[config.mk]
export PLATFORM = sky130hd
export DESIGN_NAME = latch_bank_arbiter
export DESIGN_NICKNAME = d
export VERILOG_FILES = /design/src/rtl/latch_bank_arbiter.sv
export SDC_FILE = /design/constraint.sdc
export NUM_CORES = 1
export LEC_CHECK = 0
export ABC_AREA = 1
export CAP_MARGIN = 0
export CORE_MARGIN = 5
export CORE_UTILIZATION = 40
export CTS_BUF_LIST = sky130_fd_sc_hd__clkbuf_4
export DETAILED_ROUTE_END_ITERATION = 8
export GPL_ROUTABILITY_DRIVEN = 0
export GPL_TIMING_DRIVEN = 0
export MAX_ROUTING_LAYER = met4
export PLACE_DENSITY_LB_ADDON = 0.2
export SETUP_SLACK_MARGIN = 0.02
export SLEW_MARGIN = 20
export SYNTH_ARGS = -nofsm -noshare
export SYNTH_HDL_FRONTEND = slang
export SYNTH_SLANG_ARGS = --single-unit
[constraint.sdc]
create_clock -name Clk -period 1.9 [get_ports Clk]
set_input_delay 0.19 -clock Clk [delete_from_list [all_inputs] [get_ports Clk]]
set_output_delay 0.19 -clock Clk [all_outputs]
set_load 0.02 [all_outputs]
[src/rtl/latch_bank_arbiter.sv]
// Four-requester round-robin arbiter that writes one word into a latch bank
// with a SETUP / ENABLE / HOLD sequence around a single one-hot enable pulse.
module latch_bank_arbiter #(
    parameter int unsigned WIDTH  = 8,
    parameter int unsigned ADDR_W = 3
) (
    input  logic                      Clk,
    input  logic                      Rst,
    input  logic [3:0]                Req,
    input  logic [4*ADDR_W-1:0]       ReqAddr,
    input  logic [4*WIDTH-1:0]        ReqData,
    output logic [3:0]                Gnt,
    output logic [3:0]                Done,
    output logic [(2**ADDR_W)-1:0]    LatEn,
    output logic [WIDTH-1:0]          LatD,
    output logic                      Busy
);

    localparam int unsigned DEPTH = 2**ADDR_W;
    localparam int unsigned NREQ  = 4;

    typedef enum logic [1:0] {
        IDLE   = 2'd0,
        SETUP  = 2'd1,
        ENABLE = 2'd2,
        HOLD   = 2'd3
    } state_t;

    state_t             state_q, state_d;
    logic [1:0]         ptr_q, ptr_d;
    logic [1:0]         win_q, win_d;
    logic [ADDR_W-1:0]  addr_q, addr_d;
    logic [WIDTH-1:0]   data_q, data_d;

    logic [3:0]         gnt_q, gnt_d;
    logic [3:0]         done_q, done_d;
    logic [DEPTH-1:0]   laten_q, laten_d;
    logic [WIDTH-1:0]   latd_q, latd_d;
    logic               busy_q, busy_d;

    logic               found;
    logic [1:0]         pick;
    logic [1:0]         idx;

    // Round-robin search starting at the priority pointer.
    always_comb begin
        found = 1'b0;
        pick  = ptr_q;
        idx   = ptr_q;
        for (int k = 0; k < NREQ; k++) begin
            idx = ptr_q + 2'(k);
            if (!found && Req[idx]) begin
                found = 1'b1;
                pick  = idx;
            end
        end
    end

    // Next state, capture registers and next registered outputs.
    always_comb begin
        state_d = state_q;
        ptr_d   = ptr_q;
        win_d   = win_q;
        addr_d  = addr_q;
        data_d  = data_q;
        gnt_d   = '0;
        done_d  = '0;
        laten_d = '0;
        latd_d  = '0;
        busy_d  = 1'b0;

        case (state_q)
            IDLE: begin
                if (found) begin
                    win_d   = pick;
                    addr_d  = ReqAddr[int'(pick)*ADDR_W +: ADDR_W];
                    data_d  = ReqData[int'(pick)*WIDTH +: WIDTH];
                    gnt_d   = 4'(1) << pick;
                    latd_d  = ReqData[int'(pick)*WIDTH +: WIDTH];
                    busy_d  = 1'b1;
                    state_d = SETUP;
                end
            end
            SETUP: begin
                gnt_d   = 4'(1) << win_q;
                laten_d = DEPTH'(1) << addr_q;
                latd_d  = data_q;
                busy_d  = 1'b1;
                state_d = ENABLE;
            end
            ENABLE: begin
                gnt_d   = 4'(1) << win_q;
                done_d  = 4'(1) << win_q;
                latd_d  = data_q;
                busy_d  = 1'b1;
                state_d = HOLD;
            end
            HOLD: begin
                // Winner drops to lowest priority for the next arbitration.
                ptr_d   = win_q + 2'd1;
                state_d = IDLE;
            end
            default: state_d = IDLE;
        endcase
    end

    always_ff @(posedge Clk or posedge Rst) begin
        if (Rst) begin
            state_q <= IDLE;
            ptr_q   <= '0;
            win_q   <= '0;
            addr_q  <= '0;
            data_q  <= '0;
            gnt_q   <= '0;
            done_q  <= '0;
            laten_q <= '0;
            latd_q  <= '0;
            busy_q  <= 1'b0;
        end else begin
            state_q <= state_d;
            ptr_q   <= ptr_d;
            win_q   <= win_d;
            addr_q  <= addr_d;
            data_q  <= data_d;
            gnt_q   <= gnt_d;
            done_q  <= done_d;
            laten_q <= laten_d;
            latd_q  <= latd_d;
            busy_q  <= busy_d;
        end
    end

    assign Gnt   = gnt_q;
    assign Done  = done_q;
    assign LatEn = laten_q;
    assign LatD  = latd_q;
    assign Busy  = busy_q;

endmodule

Word-level counts from Yosys, hierarchy flattened
Cells that the tools add are included.
{"block": "totals", "regBits": 42, "elab_cells": 62}
{"block": "op_classes", "n_shift": 5, "n_eq_ne": 4, "n_mux": 25, "n_reduce_logical": 9, "magnitude_cmp": 4, "mul": 1, "n_addsub": 4}
{"cell": "indexed part select 32 x 6 -> 8 bit", "count": 1}
{"cell": "two-way mux 8 bit", "count": 2}
{"cell": "case mux 8 bit (2 select lines)", "count": 1}
{"cell": "< comparator 2 x 3 -> 1 bit, second input constant", "count": 4}
{"cell": "indexed part select 12 x 5 -> 3 bit", "count": 1}
{"cell": "two-way mux 1 bit", "count": 9}
{"cell": "binary-select mux 1 bit (select 2 bit)", "count": 4}
{"cell": "two-way mux 2 bit", "count": 4}
{"cell": "two-way mux 4 bit", "count": 2}
{"cell": "case mux 2 bit (4 select lines)", "count": 1}
{"cell": "case mux 4 bit (2 select lines)", "count": 1}
{"cell": "<< shifter 1 x 2 -> 4 bit, first input constant", "count": 2}
{"cell": "<< shifter 1 x 3 -> 8 bit, first input constant", "count": 1}
{"cell": "adder 2 x 1 -> 2 bit, second input constant", "count": 2}
{"cell": "adder 2 bit, second input constant", "count": 2}
{"cell": "equality test 2 bit, second input constant", "count": 2}
{"cell": "multiplier 2 x 2 -> 4 bit, second input constant", "count": 1}
{"cell": "logical AND 1 bit", "count": 3}
{"cell": "zero test 1 bit", "count": 3}
{"cell": "equality test 2 x 1 -> 1 bit, second input constant", "count": 1}
{"cell": "zero test 2 bit", "count": 1}
{"cell": "inequality test 2 bit, second input constant", "count": 1}
{"cell": "case mux 1 bit (2 select lines)", "count": 1}
{"cell": "AND reduction 2 bit", "count": 1}
{"cell": "OR reduction 2 bit", "count": 1}

Depth between registers and ports, before layout
{"block": "depth", "ltp_word": 15, "depth_mapped": 18, "mapped_depth_nobuf": 17}

Worst setup path before layout
Ideal clock, no wire load.
{"block": "synth_timing", "kind": "register to register", "startpoint": "register ptr_q[1]", "endpoint": "register latd_q[5], in the netlist LatD[5]", "slack_ps": 93, "stages_incl_launch_ff": 17, "arrival_ps": 1672, "path_buffers": 2, "period_less_slack_ps": 1807, "cell_sequence": "dfrtp_1 -> buf_4 -> inv_4 -> nand2_2 -> nand2_2 -> nand2_1 -> nand2_2 -> nand4_4 -> nand2_4 -> nand2_8 -> buf_6 -> nand2_1 -> nand2_1 -> nand2_1 -> nand2_1 -> nand2_1 -> a21oi_2"}
{"block": "synth_via", "elab_chain_cells": 15, "word_cells_on_any_way": 27}
{"element": "from (decl)", "line": "30", "rtl": "logic [1:0] ptr_q, ptr_d;"}
{"element": "from (signal assigned)", "line": "121", "rtl": "ptr_q <= ptr_d;"}
{"element": "parallel branches: the longest is 13 deep, another holds adder 2 x 1 -> 2 bit"}
{"element": "two-way mux 8 bit *", "line": "74", "rtl": "if (found) begin"}
{"element": "case mux 8 bit (2 select lines) *", "line": "72", "rtl": "case (state_q)"}
{"element": "named net latd_d[5]", "line": "38", "rtl": "logic [WIDTH-1:0] latd_q, latd_d;"}
{"element": "to (signal assigned)", "line": "128", "rtl": "latd_q <= latd_d;"}
{"element": "to (decl)", "line": "38"}
Mark *: on every way through the listed nets, which the timed path passes. The select of a mux whose other input is x is not followed.
A chain may end at the register's enable or synchronous reset.

Final worst setup path
{"block": "layout_timing", "startpoint": "register ptr_q[0]", "endpoint": "register latd_q[1], in the netlist LatD[1]"}
The elaborated chain is that of the path after synthesis.

==> run summary <==
The largest fanout on the critical path is 6. The cell taking the most area after synthesis was dfrtp_1. The number of nets in the layout was 510; the number of buffers inserted by port buffering was 74. The number of top-level pins is 75, and the total congestion overflow is 0.

The finished layout holds 527 standard cells, fillers aside. In the final routed layout, each cell accounts on average for 12.2 um. The tools report the total routing resource utilization after global routing as 17.2%. The cell sitting at the root of the clock tree is a clkbuf_4.

Cell with the most instances after synthesis: nand2_1. Entering global routing, the biggest net connects 29 pins. The final period demand of the worst path was 2.07 ns; the number of antenna violations at the first check in global routing was 0.

After detailed routing, the number of vias per cell comes to 4.75. After clock tree synthesis, the clock-pin slew on the worst setup and hold paths is 0.11 ns. The number of placed instances, taps included, is 495. For the total DRC errors in the routed layout, the log shows 0. After legalization and detailed placement, the total HPWL measured 4640 um. For the maximum frequency from static timing analysis, the log shows 482 MHz. At the end of the flow the core is filled with cells to 63.7%. The synthesized design devotes to its leading area cell type 42.0% of total area.

The total count of max-transition violations in the final report was 0. Counting instances in the post-synthesis netlist gives the leading cell types as nand2_1, dfrtp_1, nand3_1, inv_1, nand2_2. The arrival time reported for the critical path endpoint is 2.33 ns. In this run, the number of DRC markers left after iteration 0 of detailed routing was 77. The count of inserted antenna diode cells came out at 0. Cell seen most often among critical-path stages: nand2_2. After routing the design area is 3820 um2. The number of enable flip-flop cells after synthesis works out to 0. The die span in y works out to 89.1 um. The tools report the endpoint type of the worst setup path as a flip-flop.

The Yosys step of the flow raised 0 warnings. In this run, the combinational gates consume 76.3% of the power. After clock tree synthesis, the flow added hold-fix buffers numbering 0. Wire length of the first global-routing pass: 10,400 um.

When the netlist entered floorplanning its net count stood at 403. TritonCTS built the clock tree. Of the synthesized area, sequential elements account for 42.0%.

The placed cell area came out at 3360 um2. The checks that failed: setup timing. The delay of the slowest cell on the worst path came out at 0.42 ns. No sink is reached through more buffers than the 2 on the longest clock path.

The async set or reset register ratio after synthesis is 100%. The number of global-route vias before repair came out at 2,300. The run gives 936 uV as the worst voltage drop across the vdd grid. The slowest stage of the critical path belongs to the cell dfrtp_1. For the pin with the worst max-slew slack, the measured transition is 0.639 ns. For the initial core utilization, the log shows 41.8%. The startpoint kind of the worst setup timing path is a flip-flop. The run gives 57.4% as the remaining max-slew budget at the tightest pin. Walking the worst path, the cells encountered are buf_6, buf_6, nand2_4, nand2_2, nand2_2, nand2_2, nor2_4, nand4_4, nand2_8, buf_6, nand2_2, nand2_1, nand2_1, nand2_1, nand2_2, a21oi_2. The logs give 0.34 ns for the clock latency reported for the late side of the worst-skew pair and 25 for the distinct cell type count after synthesis. After synthesis, the cell types taking the most area are dfrtp_1, nand2_1, nand3_1, ha_1, nand2_2.

The register bit count reported by yosys works out to 42. Internal power comes to 3.75 mW. Floorplan die area: 7930 um2. The fraction of final layout cells sized beyond drive strength 1 is 23.9%, and the sum of negative setup slack is -2.56 ns. Summed over all nets, the switching power comes to 3.70 mW.

The net switching fraction of the power is 49.7%. The maximum level of the CTS H-tree was 2; the pre-CTS setup slack was -0.290 ns. Chip width: 89.1 um.

The worst hold path belongs to the class in2async. The number of clock sinks is 42. The worst reg-to-reg path cell count was 16; the count of endpoints failing setup in the final report was 25. For the number of max-cap violations, the log shows 0. The critical path is of the reg2reg type. At the worst endpoint, the required time is 2.15 ns.

The final count of hold timing violations is 0. Leading register cell type out of synthesis: dfrtp_1. Synthesis produced 345 cells.

The leakage power figure is 1.92 nW. The tools report the total number of placement rows as 28. For the smallest setup slack after layout, the log shows -0.174 ns. The flow ran to the end, but the final reports show violations. The average instance area after synthesis works out to 7.25 um2.

In this run the standard cell core region covers 5990 um2. The total CTS buffers is 5, and the area of the mapped netlist is 2500 um2. The clock group share of total power is 5.3%.

The completed layout was analyzed and its total power is 7.44 mW. Clock skew on the completed layout was measured at 0.0144 ns. The final hold slack came out at 0.106 ns. The number of iterations in the first detailed-routing pass was 4. Dividing total power by cell area gives a power density of 1950 nW/um2.

Dividing the final minimum period by the clock period gives 109%. The run gives 6450 um as the final wirelength. Final antenna-violating net count: 0.

The tools report the proportion of power drawn by flip-flops and latches as 18.4%. Setup repair after global routing could not meet its margin everywhere. The routed layout has 2,502 vias. From synthesis to final layout, the design area changed by 52.6%.
-- power groups by stage --
stage	logic [mW]	registers [mW]	clock network, mW
2_1_floorplan	3.01	1.53	0
3_3_place_gp	4.22	1.37	0
3_5_place_dp	4.29	1.38	0
4_1_cts	5.27	1.37	0.407
5_1_grt	6.24	1.40	0.451
6_report	5.68	1.37	0.395
-- flip-flops by register name, indices dropped and copies added (netlist names) --
register	count
Busy	1
Done	4
LatEn	8
ptr_q	2
addr_q	3
state_q	2
LatD	8
win_q	2
data_q	8
Gnt	4
-- critical path: cells and delay by family (launching register included) --
kind	cells	cell delay, ns
compound gates	1	0.15
buf+inv	3	0.40
flops	1	0.42
simple gates	12	1.04
-- path summary, 6_finish.rpt --
check                          start    endpoint  slack, ns
setup reg to reg            ptr_q[0]     LatD[1]      -0.17
hold reg to reg            data_q[1]   data_q[1]       0.49
hold / removal                   Rst  state_q[0]       0.11
setup / recovery            ptr_q[0]     LatD[1]      -0.17
max in group asynchronous        Rst   data_q[4]       1.37
min in group Clk           data_q[1]   data_q[1]       0.49
-- cell usage in the layout (no fill, tap or decap), drive strengths merged --
cell / netlist / final
buf: 10 / 34
nand4: 2 / 2
nand2: 193 / 194
o21ai: 9 / 9
nand3: 29 / 29
dfrtp: 42 / 42
o21bai: 1 / 1
clkinv: 2 / 3
clkbuf: 3 / 8
ha: 8 / 8
nor2: 13 / 13
clkdlybuf4s50: 0 / 74
clkinvlp: 0 / 2
a21oi: 12 / 12
inv: 21 / 21
-- layout make-up --
class / instances / area (um2)
multi-input combinational: 268 / 1440
sequential: 42 / 1050
fill: 534 / 2170
clock buffer: 5 / 37.5
inverter: 23 / 105
timing repair buffer: 98 / 952
timing repair inverter: 1 / 7.51
buffer: 13 / 120
tap: 75 / 93.8
clock inverter: 2 / 10.0
-- kinds of logic (layout without fill, tap and decap cells) --
group / count (synthesis) / count (layout) / share of synthesized area (%)
and+or+nand+nor: 237 / 238 / 41.9
DFF: 42 / 42 / 42.0
buffers and inverters: 36 / 142 / 7.30
AOI/OAI and AO/OA: 22 / 22 / 4.80
adders and majority gates: 8 / 8 / 4.00
-- metal layers --
metal  vias to the layer above  wire length (um)  GRT usage [%]
li1                       1275                 -              -
met1                      1144              2770           21.7
met2                        77              3190           27.8
met3                         6               411           3.41
met4                         0                75           5.55
met5                         -                 0              -
-- repair_timing --
item	in CTS	in global routing
endpoints found under the setup margin	26	28
setup buffers	16	4
gates resized for setup	37	28
cloned	5	0
pin swaps	13	16
Power figures use the tool's default switching activity.
